$ cat config.mk
export PLATFORM = sky130hd
export DESIGN_NAME = seq_shifter_flat
export DESIGN_NICKNAME = d
export VERILOG_FILES = /design/src/rtl/seq_shifter_if.sv /design/src/rtl/seq_shifter.sv /design/src/flat_wrapper.sv
export SDC_FILE = /design/constraint.sdc
export NUM_CORES = 1
export LEC_CHECK = 0
export BUFFER_PORTS_ARGS = -buffer_cell sky130_fd_sc_hd__buf_2
export CAP_MARGIN = 20
export CORE_ASPECT_RATIO = 0.7
export CORE_MARGIN = 4
export CORE_UTILIZATION = 50
export CTS_CLUSTER_SIZE = 16
export DETAILED_ROUTE_END_ITERATION = 8
export PLACE_DENSITY_LB_ADDON = 0.15
export SETUP_SLACK_MARGIN = 0.4
export SYNTH_ARGS = -nofsm -noshare
export SYNTH_HDL_FRONTEND = slang
export SYNTH_SLANG_ARGS = --single-unit
$ cat constraint.sdc
create_clock -name clk -period 1.6 [get_ports clk]
set_clock_uncertainty 0.15 [all_clocks]
set_input_delay 0.4 -clock clk [delete_from_list [all_inputs] [get_ports clk]]
set_output_delay 0.4 -clock clk [all_outputs]
set_load 0.005 [all_outputs]
$ cat src/rtl/seq_shifter_if.sv
// Request/result bundle for the sequential shifter.
// The master drives the operation fields and start; the slave returns status and the result.
interface seq_shifter_if #(
  parameter int WIDTH = 8,
  parameter int AMT_W = 3
);
  logic             start;
  logic [WIDTH-1:0] a;
  logic [AMT_W-1:0] amt;
  logic             lr;
  logic             la;
  logic             rot;
  logic             busy;
  logic             done;
  logic [WIDTH-1:0] y;
  logic             c;

  modport master (
    output start, a, amt, lr, la, rot,
    input  busy, done, y, c
  );

  modport slave (
    input  start, a, amt, lr, la, rot,
    output busy, done, y, c
  );
endinterface

$ cat src/rtl/seq_shifter.sv
// Multi-cycle shifter: one 1-bit shift/rotate per clock, amt iterations,
// with a single-cycle done pulse at the end.
module seq_shifter #(
  parameter int WIDTH = 8,
  parameter int AMT_W = 3
) (
  input  logic          clk,
  input  logic          rst_n,
  seq_shifter_if.slave  bus
);

  typedef enum logic [1:0] {
    IDLE  = 2'd0,
    SHIFT = 2'd1,
    DONE  = 2'd2
  } state_t;

  state_t           state_reg;
  logic [WIDTH-1:0] y_reg;
  logic             c_reg;
  logic             busy_reg;
  logic             done_reg;
  logic [AMT_W-1:0] count_reg;
  logic             lr_reg;
  logic             la_reg;
  logic             rot_reg;

  logic [WIDTH-1:0] y_next;
  logic             c_next;
  logic             fill_bit;

  // Bit entering the vacated end: rotate wins over arithmetic fill.
  always_comb begin
    fill_bit = 1'b0;
    y_next   = y_reg;
    c_next   = c_reg;
    if (!lr_reg) begin
      fill_bit = rot_reg ? y_reg[WIDTH-1] : 1'b0;
      y_next   = {y_reg[WIDTH-2:0], fill_bit};
      c_next   = y_reg[WIDTH-1];
    end else begin
      if (rot_reg) begin
        fill_bit = y_reg[0];
      end else if (la_reg) begin
        fill_bit = y_reg[WIDTH-1];
      end else begin
        fill_bit = 1'b0;
      end
      y_next = {fill_bit, y_reg[WIDTH-1:1]};
      c_next = y_reg[0];
    end
  end

  always_ff @(posedge clk) begin
    if (!rst_n) begin
      state_reg <= IDLE;
      y_reg     <= '0;
      c_reg     <= 1'b0;
      busy_reg  <= 1'b0;
      done_reg  <= 1'b0;
      count_reg <= '0;
      lr_reg    <= 1'b0;
      la_reg    <= 1'b0;
      rot_reg   <= 1'b0;
    end else begin
      case (state_reg)
        IDLE: begin
          if (bus.start) begin
            y_reg     <= bus.a;
            c_reg     <= 1'b0;
            count_reg <= bus.amt;
            lr_reg    <= bus.lr;
            la_reg    <= bus.la;
            rot_reg   <= bus.rot;
            if (bus.amt != '0) begin
              state_reg <= SHIFT;
              busy_reg  <= 1'b1;
            end else begin
              state_reg <= DONE;
              done_reg  <= 1'b1;
            end
          end
        end
        SHIFT: begin
          y_reg     <= y_next;
          c_reg     <= c_next;
          count_reg <= count_reg - AMT_W'(1);
          if (count_reg == AMT_W'(1)) begin
            state_reg <= DONE;
            busy_reg  <= 1'b0;
            done_reg  <= 1'b1;
          end
        end
        DONE: begin
          state_reg <= IDLE;
          done_reg  <= 1'b0;
        end
        default: begin
          state_reg <= IDLE;
          busy_reg  <= 1'b0;
          done_reg  <= 1'b0;
        end
      endcase
    end
  end

  assign bus.y    = y_reg;
  assign bus.c    = c_reg;
  assign bus.busy = busy_reg;
  assign bus.done = done_reg;

endmodule

$ cat src/flat_wrapper.sv
// flat-port wrapper written by rule: the top's interface ports become plain ports
module seq_shifter_flat 
#(
  parameter int WIDTH = 8,
  parameter int AMT_W = 3
)
  (clk, rst_n, bus_start, bus_a, bus_amt, bus_lr, bus_la, bus_rot, bus_busy, bus_done, bus_y, bus_c);
  seq_shifter_if #(.WIDTH(WIDTH), .AMT_W(AMT_W)) bus_i ();
  input  logic clk;
  input  logic rst_n;
  input wire logic [$bits(bus_i.start)-1:0] bus_start;
  input wire logic [$bits(bus_i.a)-1:0] bus_a;
  input wire logic [$bits(bus_i.amt)-1:0] bus_amt;
  input wire logic [$bits(bus_i.lr)-1:0] bus_lr;
  input wire logic [$bits(bus_i.la)-1:0] bus_la;
  input wire logic [$bits(bus_i.rot)-1:0] bus_rot;
  output wire logic [$bits(bus_i.busy)-1:0] bus_busy;
  output wire logic [$bits(bus_i.done)-1:0] bus_done;
  output wire logic [$bits(bus_i.y)-1:0] bus_y;
  output wire logic [$bits(bus_i.c)-1:0] bus_c;
  assign bus_i.start = bus_start;
  assign bus_i.a = bus_a;
  assign bus_i.amt = bus_amt;
  assign bus_i.lr = bus_lr;
  assign bus_i.la = bus_la;
  assign bus_i.rot = bus_rot;
  assign bus_busy = bus_i.busy;
  assign bus_done = bus_i.done;
  assign bus_y = bus_i.y;
  assign bus_c = bus_i.c;
  seq_shifter #(.WIDTH(WIDTH), .AMT_W(AMT_W)) u_core (.clk(clk), .rst_n(rst_n), .bus(bus_i));
endmodule
==> results.yml <==
status:
  status: "complete, no violations"
clock_network:
  htreeDepth: 1
  cts-root-buf: "clkbuf_4"
  cts_made_buffers: 3
  cts.clk_slew.worst_paths_ns: 0.11
  cts_max_path_buffers: 2
  clk_latency_ns: 0.30
  cts.sinks: 19
  cts_tree: "done"
place:
  port_buffers: 27
  placedCellCount: 157
  routabilityCongestion: 0.764
  dp_hpwl_um: 1840
  dpl_cell_area_um2: 1240
setup_path:
  timing.rr.end: "u_core.la_reg"
  path_class: "reg -> reg"
  end_kind: "register"
  rr_startpoint: "u_core.state_reg[1]"
  critPathMaxStageDelay_ns: 0.51
  cp_data_arrival_time_ns: 1.65
  worst-path-max-fanout: 10
  critical_path_buf_inv_count: 1
  cp_data_required_time_ns: 1.68
  crit_chain: "buf_6 > nor3b_1 > nand2_1 > a21boi_0"
  start_kind: "register"
  reg2reg_slack_ns: 0.02
  r2r_cells: 4
  path_delay_family: "simple AND/OR/NAND/NOR gates"
  cp_slowest_cell: "nor3b_1"
routing:
  drt_pass1_iterations: 5
  drt-initial-drc-count: 125
  wirelength_um: 4340
  drc: 0
  routedWlPerCell_um: 22.7
  num_vias: 1276
  vias_per_cell: 6.68
  postRouteAntennaNets: 0
grt:
  grt_max_degree: 20
  use_met1_pct: 30.7
  grt_pass1_wl_um: 5200
  grt_pass1_vias: 1082
  globalRouteTotalUtil_pct: 23.8
  met3_usage_pct: 5.68
  antenna_found_initial: 0
  use_met2_pct: 38.2
  overflow: 0
  top_usage_layer: "met2"
timing:
  hold_viol: 0
  period_minus_slack_ns: 1.58
  fin_tns_setup_ns: 0
  maxSlewViolCount: 0
  tightestPinTransition_ns: 0.613
  finalSetupViolations: 0
  relSlewSlack_pct: 59.0
  finalCritPeriodShare_pct: 98.6
  max_freq_mhz: 634
  rsz0062_at_grt: "true"
power_and_ir_drop:
  power_mw: 1.45
  peakVddDrop_v: 0.000869
  p_leak_nw: 0.730
  powerDensity_nw_per_um2: 844
logic_synthesis:
  synth_seq_area_share_pct: 36.8
  synth_top_area_share_pct: 36.8
  syn_nets: 132
  synthFlopType: "dfxtp_1"
  async_reset_ff_share_pct: 0
  synth_area_leaders: "dfxtp_1 37%, mux2_4 7.3%, a221oi_1 5.1%"
  synth_edf_count: 0
  synth_cell_types: 40
  syn_inst: 113
  yosysWarnings: 0
  yosysTopAreaCell: "dfxtp_1"
  syn_area_per_cell_um2: 9.15
  synth_area_um2: 1030
  ys_ff_latch: 19
run:
  drv_cap: 0
die:
  core_um2: 1900
  die_y_um: 46.0
  dieArea_um2: 2870
  start_util_pct: 54.3
  fp.dieW_um: 62.3
  io_pins: 28
  row_count: 13
finish:
  instances_no_fill: 191
  fin_util_pct: 90.5
  nets: 189
  largest_reg_flops: 8
  drive_gt1_share_pct: 68.0
  syn_to_final_growth_pct: 66.7
  diodes: 0
  postLayoutCellArea_um2: 1720
  fill_cells: 78
hold_path:
  whs_endpoint: "u_core.lr_reg"
  hp-class: "in -> reg"
  holdPathStages: 3
  hold_start: "bus_lr"
## cell usage after synthesis, types with 2 or more instances
cell,number
nand2_1,7
nor2_1,9
o21ai_0,10
dfxtp_1,19
a21oi_1,2
mux2_4,5
a21boi_0,4
nor3b_1,2
a211oi_1,3
nand3b_1,3
nand3_1,2
nand2b_1,3
nor2b_1,3
mux2_2,2
buf_4,3
inv_1,4
a221oi_1,6
clkbuf_1,3
ha_1,2
## cells in the final DEF, fill, tap and decap left out, drive strengths merged, types with 4 or more instances in the layout
cell type and instances:
a21boi 4, a221oi 6, buf 59, dfxtp 19, mux2 7, nand2 7
nor2 9, o21ai 10
## timing repair
action | 4_1_cts | 5_1_grt
endpoints found under the setup margin | 30 | 30
gates resized for setup | 28 | 29
hold buffers | 0 | 0
pin swaps | 6 | 20
setup buffers | 20 | 9
gates cloned | 0 | 1
## worst register-to-register path, cell delays in order (launching register included)
cell	delay, ns
dfxtp_4	0.38
buf_6	0.14
nor3b_1	0.52
nand2_1	0.13
a21boi_0	0.20
## report_power, final
group          leakage [nW]  internal [mW]  switching (mW)  total (mW)
logic                 0.548          0.329           0.289       0.618
registers             0.164          0.531          0.0537       0.585
clock network        0.0177         0.0932           0.159       0.252
## per-layer routing
metal  wire (µm)  up-vias
met5           0        -
met4         267        0
met3         543       34
met2        1970      125
met1        1550      588
li1            -      529
## worst max-delay path by stage
| stage | startpoint | to | slack [ns] | cells after the start |
|---|---|---|---|---|
| floorplan | u_core.lr_reg | u_core.bus.y[1] | 0.32 | 4 |
| finish | u_core.state_reg[1] | u_core.la_reg | 0.02 | 4 |
| detailed placement | bus_start | u_core.count_reg[0] | 0.11 | 4 |
| CTS | u_core.state_reg[1] | u_core.bus.y[7] | 0.24 | 4 |
| global placement | bus_start | u_core.count_reg[0] | 0.19 | 4 |
| global route | u_core.state_reg[1] | u_core.la_reg | -0.02 | 4 |
## cell type report
class	instances	area [µm²]	share of cell area, %
flip-flops and latches	19	413	24.0
clock buffers	3	22.5	1.31
well taps	22	27.5	1.60
multi-input cells	83	764	44.4
clock inverters	1	5.00	0.290
repair buffers	59	469	27.2
inverters	4	21.3	1.23
## logic make-up (layout without fill, tap and decap cells)
kind of cell    Yosys count  after routing  synth area share, %
buf+inv                  12             67                 6.29
fa+ha+maj                 2              2                 2.42
mux                       7              7                 9.44
flops                    19             19                 36.8
simple gates             35             35                 18.2
compound gates           38             39                 26.9
## metrics by stage
| step | hold slack (ns) | worst slack [ns] |
|---|---|---|
| finish | 0.181 | 0.0229 |
| floorplan | 0.291 | 0.316 |
| CTS | 0.165 | 0.242 |
| detailed placement | 0.289 | 0.115 |
| global placement | 0.280 | 0.191 |
| global route | 0.182 | -0.0234 |
No activity file was read; power rests on OpenSTA's default activity.
